`src/rtl/spi_master_core_if.sv`:
```
`default_nettype none
// ============================================================================
// Module   : spi_master_core_if
// Purpose  : Sequencer handshake and SPI pad bundle for spi_master_core.
// Revision : 1.0 - initial release
// ============================================================================
interface spi_master_core_if #(
    parameter int DATA_W = 8,
    parameter int NUM_CS = 1,
    parameter int CSW    = (NUM_CS > 1) ? $clog2(NUM_CS) : 1
);
    logic              start_sig;
    logic [DATA_W-1:0] tx_data;
    logic              keep_cs;
    logic [CSW-1:0]    cs_sel;
    logic              release_sig;
    logic              spi_in;
    logic              busy;
    logic              done_sig;
    logic [DATA_W-1:0] spi_rdata;
    logic              spi_clk;
    logic              spi_mosi;
    logic [NUM_CS-1:0] spi_cs_n;

    // master: command sequencer plus MISO pad; slave: the SPI engine
    modport master (
        output start_sig, tx_data, keep_cs, cs_sel, release_sig, spi_in,
        input  busy, done_sig, spi_rdata, spi_clk, spi_mosi, spi_cs_n
    );

    modport slave (
        input  start_sig, tx_data, keep_cs, cs_sel, release_sig, spi_in,
        output busy, done_sig, spi_rdata, spi_clk, spi_mosi, spi_cs_n
    );
endinterface
`default_nettype wire

```
`src/rtl/spi_master_core.sv`:
```
`default_nettype none
// ============================================================================
// Module   : spi_master_core
// Purpose  : Parametrised SPI master engine: word width, divider, CPOL/CPHA,
//            multiple chip selects, full-duplex receive, CS hold across words.
// Revision : 1.0 - initial release
// ============================================================================
module spi_master_core #(
    parameter int DATA_W  = 8,
    parameter int CLK_DIV = 4,
    parameter bit CPOL    = 1'b0,
    parameter bit CPHA    = 1'b0,
    parameter int NUM_CS  = 1
) (
    input wire               clk,
    input wire               rst,
    spi_master_core_if.slave bus
);
    localparam int CSW   = (NUM_CS > 1) ? $clog2(NUM_CS) : 1;
    localparam int CNT_W = (CLK_DIV > 1) ? $clog2(CLK_DIV) : 1;
    localparam int HLF_W = $clog2(2 * DATA_W);

    localparam logic [CNT_W-1:0] c_cnt_load  = CNT_W'(CLK_DIV - 1);
    localparam logic [HLF_W-1:0] c_half_last = HLF_W'(2 * DATA_W - 1);

    typedef enum logic [2:0] {
        ST_IDLE  = 3'd0,
        ST_GAP   = 3'd1,
        ST_SETUP = 3'd2,
        ST_SHIFT = 3'd3,
        ST_HOLD  = 3'd4,
        ST_DONE  = 3'd5
    } state_t;

    state_t            r_state;
    logic [CNT_W-1:0]  r_cnt;
    logic [HLF_W-1:0]  r_half;
    logic [DATA_W-1:0] r_tx;
    logic [DATA_W-1:0] r_rx;
    logic              r_keep;
    logic [CSW-1:0]    r_sel;
    logic              r_held;
    logic              r_spi_clk;
    logic              r_mosi;
    logic [NUM_CS-1:0] r_cs_n;
    logic              r_busy;
    logic              r_done;
    logic [DATA_W-1:0] r_rdata;

    // Out-of-range indices leave every chip select deasserted.
    function automatic logic [NUM_CS-1:0] cs_decode(input logic [CSW-1:0] sel);
        logic [NUM_CS-1:0] v;
        v = '1;
        for (int i = 0; i < NUM_CS; i++) begin
            if (sel == CSW'(i)) v[i] = 1'b0;
        end
        return v;
    endfunction

    always_ff @(posedge clk or posedge rst) begin
        if (rst) begin
            r_state   <= ST_IDLE;
            r_cnt     <= '0;
            r_half    <= '0;
            r_tx      <= '0;
            r_rx      <= '0;
            r_keep    <= 1'b0;
            r_sel     <= '0;
            r_held    <= 1'b0;
            r_spi_clk <= CPOL;
            r_mosi    <= 1'b0;
            r_cs_n    <= '1;
            r_busy    <= 1'b0;
            r_done    <= 1'b0;
            r_rdata   <= '0;
        end else begin
            case (r_state)
                ST_IDLE: begin
                    if (bus.start_sig) begin
                        r_tx   <= bus.tx_data;
                        r_keep <= bus.keep_cs;
                        r_sel  <= bus.cs_sel;
                        r_busy <= 1'b1;
                        r_cnt  <= c_cnt_load;
                        r_half <= '0;
                        // MSB presented early so CPHA=0 has it before the first leading edge
                        r_mosi <= bus.tx_data[DATA_W-1];
                        if (r_held && (bus.cs_sel == r_sel)) begin
                            r_state <= ST_SHIFT;
                        end else if (r_held) begin
                            r_state <= ST_GAP;
                            r_cs_n  <= '1;
                            r_held  <= 1'b0;
                        end else begin
                            r_state <= ST_SETUP;
                            r_cs_n  <= cs_decode(bus.cs_sel);
                        end
                    end else if (bus.release_sig) begin
                        r_cs_n <= '1;
                        r_held <= 1'b0;
                    end
                end

                ST_GAP: begin
                    if (r_cnt == '0) begin
                        r_state <= ST_SETUP;
                        r_cnt   <= c_cnt_load;
                        r_cs_n  <= cs_decode(r_sel);
                    end else begin
                        r_cnt <= r_cnt - 1'b1;
                    end
                end

                ST_SETUP: begin
                    if (r_cnt == '0) begin
                        r_state <= ST_SHIFT;
                        r_cnt   <= c_cnt_load;
                        r_half  <= '0;
                    end else begin
                        r_cnt <= r_cnt - 1'b1;
                    end
                end

                ST_SHIFT: begin
                    if (r_cnt == '0) begin
                        r_cnt     <= c_cnt_load;
                        r_spi_clk <= ~r_spi_clk;
                        r_half    <= r_half + 1'b1;
                        // even half index ends on a leading edge, odd on a trailing edge
                        if (r_half[0] == 1'b0) begin
                            if (CPHA) begin
                                r_mosi <= r_tx[DATA_W-1];
                                r_tx   <= {r_tx[DATA_W-2:0], 1'b0};
                            end else begin
                                r_rx <= {r_rx[DATA_W-2:0], bus.spi_in};
                            end
                        end else begin
                            if (CPHA) begin
                                r_rx <= {r_rx[DATA_W-2:0], bus.spi_in};
                            end else if (r_half != c_half_last) begin
                                r_mosi <= r_tx[DATA_W-2];
                                r_tx   <= {r_tx[DATA_W-2:0], 1'b0};
                            end
                        end
                        if (r_half == c_half_last) r_state <= ST_HOLD;
                    end else begin
                        r_cnt <= r_cnt - 1'b1;
                    end
                end

                ST_HOLD: begin
                    if (r_cnt == '0) begin
                        r_state <= ST_DONE;
                        r_done  <= 1'b1;
                        r_rdata <= r_rx;
                        if (r_keep) begin
                            r_held <= 1'b1;
                        end else begin
                            r_cs_n <= '1;
                            r_held <= 1'b0;
                        end
                    end else begin
                        r_cnt <= r_cnt - 1'b1;
                    end
                end

                ST_DONE: begin
                    r_state <= ST_IDLE;
                    r_done  <= 1'b0;
                    r_busy  <= 1'b0;
                end

                default: r_state <= ST_IDLE;
            endcase
        end
    end

    assign bus.busy      = r_busy;
    assign bus.done_sig  = r_done;
    assign bus.spi_rdata = r_rdata;
    assign bus.spi_clk   = r_spi_clk;
    assign bus.spi_mosi  = r_mosi;
    assign bus.spi_cs_n  = r_cs_n;
endmodule
`default_nettype wire

```
`src/flat_wrapper.sv`:
```
// flat-port wrapper written by rule: the top's interface ports become plain ports
module spi_master_core_flat 
#(
    parameter int DATA_W  = 8,
    parameter int CLK_DIV = 4,
    parameter bit CPOL    = 1'b0,
    parameter bit CPHA    = 1'b0,
    parameter int NUM_CS  = 1
)
  (clk, rst, bus_start_sig, bus_tx_data, bus_keep_cs, bus_cs_sel, bus_release_sig, bus_spi_in, bus_busy, bus_done_sig, bus_spi_rdata, bus_spi_clk, bus_spi_mosi, bus_spi_cs_n);
  spi_master_core_if #(.DATA_W(DATA_W), .NUM_CS(NUM_CS)) bus_i ();
  input wire clk;
  input wire rst;
  input wire logic [$bits(bus_i.start_sig)-1:0] bus_start_sig;
  input wire logic [$bits(bus_i.tx_data)-1:0] bus_tx_data;
  input wire logic [$bits(bus_i.keep_cs)-1:0] bus_keep_cs;
  input wire logic [$bits(bus_i.cs_sel)-1:0] bus_cs_sel;
  input wire logic [$bits(bus_i.release_sig)-1:0] bus_release_sig;
  input wire logic [$bits(bus_i.spi_in)-1:0] bus_spi_in;
  output wire logic [$bits(bus_i.busy)-1:0] bus_busy;
  output wire logic [$bits(bus_i.done_sig)-1:0] bus_done_sig;
  output wire logic [$bits(bus_i.spi_rdata)-1:0] bus_spi_rdata;
  output wire logic [$bits(bus_i.spi_clk)-1:0] bus_spi_clk;
  output wire logic [$bits(bus_i.spi_mosi)-1:0] bus_spi_mosi;
  output wire logic [$bits(bus_i.spi_cs_n)-1:0] bus_spi_cs_n;
  assign bus_i.start_sig = bus_start_sig;
  assign bus_i.tx_data = bus_tx_data;
  assign bus_i.keep_cs = bus_keep_cs;
  assign bus_i.cs_sel = bus_cs_sel;
  assign bus_i.release_sig = bus_release_sig;
  assign bus_i.spi_in = bus_spi_in;
  assign bus_busy = bus_i.busy;
  assign bus_done_sig = bus_i.done_sig;
  assign bus_spi_rdata = bus_i.spi_rdata;
  assign bus_spi_clk = bus_i.spi_clk;
  assign bus_spi_mosi = bus_i.spi_mosi;
  assign bus_spi_cs_n = bus_i.spi_cs_n;
  spi_master_core #(.DATA_W(DATA_W), .CLK_DIV(CLK_DIV), .CPOL(CPOL), .CPHA(CPHA), .NUM_CS(NUM_CS)) u_core (.clk(clk), .rst(rst), .bus(bus_i));
endmodule
```
`config.mk`:
```
export PLATFORM = sky130hd
export DESIGN_NAME = spi_master_core_flat
export DESIGN_NICKNAME = d
export VERILOG_FILES = /design/src/rtl/spi_master_core_if.sv /design/src/rtl/spi_master_core.sv /design/src/flat_wrapper.sv
export SDC_FILE = /design/constraint.sdc
export NUM_CORES = 1
export LEC_CHECK = 0
export CAP_MARGIN = 20
export CORE_MARGIN = 3
export CORE_UTILIZATION = 54
export DETAILED_ROUTE_END_ITERATION = 10
export PLACE_DENSITY = 0.82
export SYNTH_ARGS = -nofsm -noshare
export SYNTH_HDL_FRONTEND = slang
export SYNTH_SLANG_ARGS = --single-unit
```
`constraint.sdc`:
```
create_clock -name clk -period 2.5 [get_ports clk]
set_input_delay 0.5 -clock clk [delete_from_list [all_inputs] [get_ports clk]]
set_output_delay 0.5 -clock clk [all_outputs]
set_load 0.05 [all_outputs]
```
==> out/metrics.cfg <==
[outcome]
status = complete, no violations

[clock_network]
clkLatencyLatePin_ps = 300
post_cts_buffers = 0
clk_path_buf_depth = 2
cts_max_level = 2
cts.sinks = 40
cts_resized = 0
cts-root-buf = clkbuf_8
cts_buffers = 5
hold_buffers = 0
path_clk_slew_ps = 80
cts_tree = yes

[synth]
synth_top_family_by_area = multiplexers
synth_compound_area_frac = 0.112
synth_nets = 183
synth_seq_cells = 40
synth.distinct_cells = 42
yosysWarnings = 0
syn-instance-count = 166
synthSimpleGateAreaFrac = 0.120
synthMuxAreaShare = 0.200
synth_area_um2 = 1980
ys_seq_area_frac = 0.506
ys.flop_type = dfrtp_1
synthXorXnorAreaFrac = 0.00885
async_reset_ff_frac = 1.00
synth_edf_count = 0
synth-adder-area-share = 0.0126
avgSynthCellArea_um2 = 11.9

[drt]
drtPass1Iterations = 4
antenna_left = 0
via_per_inst = 5.61
drc = 0
drtIter0Drc = 128
wl_mm = 3.58
vias = 1357
routedWlPerCell_um = 14.8

[critical_path]
cp_cell_sequence = clkdlybuf4s50_1
cp.required_ps = 2000
crit_buf_inv = 1
slowest_delay_ps = 790
worstSetupPathType = reg -> out
critPathSlowestCell = clkdlybuf4s50_1
cp_max_fo = 2
worstSetupEndpointType = output pin
cp_data_arrival_time_ps = 1610
cp-start-kind = flip-flop
cpLargestDelayFamily = buffers and inverters

[global_route]
antenna_found_initial = 0
grt_max_degree = 25
grt_first_pass_wirelength_mm = 6.10
grt_overflow = 0
grt_pass1_vias = 1308
grt_use_total = 0.184

[power_and_ir_drop]
power_frac_clock = 0.182
p_sw_frac = 0.377
pwr-share-comb = 0.447
intPower_w = 0.00180
power_frac_seq = 0.371
power_w = 0.00289
vdd_drop_max_mv = 0.674
p_per_area_nw_per_um2 = 1200
switchingPower_w = 0.00109
power.leakage_nw = 1.06

[timing]
timing.final.crit_share = 0.846
rsz0062_at_grt = false
fmax_mhz = 473
tightest_slew_ps = 501
min_period_ps = 2110
fin_setup_tns_ps = 0
setup_viol = 0
relSlewSlack = 0.666
finalMaxSlewViolations = 0
finalClockSkew_ps = 5.63
finalHoldViolations = 0

[floorplan]
ios = 28
dieWidth_um = 66.5
die_area_um2 = 4430
start_util = 0.575
rows = 21
core-area_um2 = 3440
die_h_um = 66.5

[place]
io_buffers = 27
hpwlAfterDp_mm = 2.53
gp_congestion = 0.869

[finish]
n_fill_cell = 279
antenna_cells = 0
fin_nets = 212
area_growth_pct = 21.0
drive_gt1_frac = 0.281

[flow_run]
drv_cap = 0

[hold_path]
hold_class = reg -> reg

==> sequential cells by signal, summed over array words and instances, names as in the netlist <==
signal                count
u_core.bus.spi_cs_n       1
u_core.r_half             4
u_core.bus.busy           1
u_core.bus.done_sig       1
u_core.r_held             1
u_core.r_cnt              2
u_core.bus.spi_mosi       1
u_core.r_tx               7
u_core.r_state            3
u_core.r_sel              1
u_core.r_rx               8
u_core.r_keep             1
u_core.bus.spi_rdata      8
u_core.bus.spi_clk        1
==> area by class of cell <==
class                      instances  area [µm²]  share of cell area
clock buffer                       5        68.8              0.0287
clock inverter                     3        42.5              0.0178
inverter                           5        18.8             0.00783
multi-input combinational        111         898               0.375
sequential                        40        1000               0.418
tap                               46        57.6              0.0240
timing repair buffer              32         308               0.128
==> routing by layer <==
layer	share of wire	track usage	up-vias
met5	0	0	-
li1	-	-	650
met4	0.014	0.0711	0
met1	0.46	0.245	664
met2	0.47	0.277	37
met3	0.059	0.0624	6
==> power groups by stage <==
| stage | sequential (W) | combinational (W) | clock, W |
|---|---|---|---|
| 2_1_floorplan | 0.00116 | 0.000930 | 0 |
| 3_3_place_gp | 0.00107 | 0.00124 | 0 |
| 3_5_place_dp | 0.00108 | 0.00130 | 0 |
| 4_1_cts | 0.00107 | 0.00130 | 0.000538 |
| 5_1_grt | 0.00111 | 0.00141 | 0.000568 |
| 6_report | 0.00107 | 0.00129 | 0.000526 |
==> Yosys cell counts, types with 3 or more instances <==
master,number,share of area
dfrtp_1,39,0.49
mux2_2,33,0.19
nand2_1,10,0.019
o21ai_0,9,0.023
nor2_1,7,0.013
a21oi_1,5,0.013
inv_1,5,0.0095
clkbuf_1,4,0.0076
a211oi_1,3,0.011
a21o_1,3,0.011
buf_2,3,0.0076
nor2b_1,3,0.0095
nor3_1,3,0.0076
==> path summary, 6_finish.rpt <==
| check | start | end | slack [ps] | cells past startpoint |
|---|---|---|---|---|
| worst max-delay path | u_core.bus.spi_cs_n$_DFFE_PP1P_ | bus_spi_cs_n | 390 | 1 |
| worst min-delay path | u_core.bus.spi_clk$_DFFE_PP0P_ | u_core.bus.spi_clk$_DFFE_PP0P_ | 480 | 1 |
| worst max register to register | u_core.r_state[2]$_DFFE_PP0P_ | u_core.r_tx[5]$_DFFE_PP0P_ | 580 | 5 |
| worst min register to register | u_core.bus.spi_clk$_DFFE_PP0P_ | u_core.bus.spi_clk$_DFFE_PP0P_ | 480 | 1 |
| max in group asynchronous | rst | u_core.bus.spi_cs_n$_DFFE_PP1P_ | 1610 | 3 |
| min in group asynchronous | rst | u_core.bus.spi_rdata[4]$_DFFE_PP0P_ | 550 | 3 |
==> metrics by stage <==
stage | worst slack [ps] | utilization | instance area, µm² | std cells | hold WS, ps
floorplan | 764 | - | 1980 | 166 | 452
global placement | 318 | 0.664 | 2280 | 234 | 462
detailed placement | 304 | 0.664 | 2280 | 234 | 464
CTS | 371 | 0.696 | 2400 | 242 | 480
global route | 331 | 0.696 | 2400 | 242 | 502
finish | 386 | 0.696 | 2400 | 242 | 483
==> logic make-up after synthesis <==
logic type	count (synthesis)
multiplexers	35
AO/OA/AOI/OAI	33
flip-flops	40
buffers and inverters	15
XOR/XNOR	2
AND/OR/NAND/NOR	39
adder cells (fa/ha/maj)	2
==> cell usage in the layout, fill, tap and decap left out, types with 2 or more instances in the layout <==
cell	instances
a211o_1	2
a211oi_1	3
a21o_1	3
a21oi_1	5
a31o_2	2
and3_1	2
buf_4	5
clkbuf_8	5
clkdlybuf4s50_1	27
dfrtp_1	39
ha_1	2
inv_1	5
mux2_2	33
nand2_1	10
nand3_1	2
nand3b_1	2
nor2_1	7
nor2b_1	3
nor3_1	3
nor3b_1	2
nor4_1	2
o21ai_0	9
xnor2_1	2
Power figures use the tool's default switching activity.
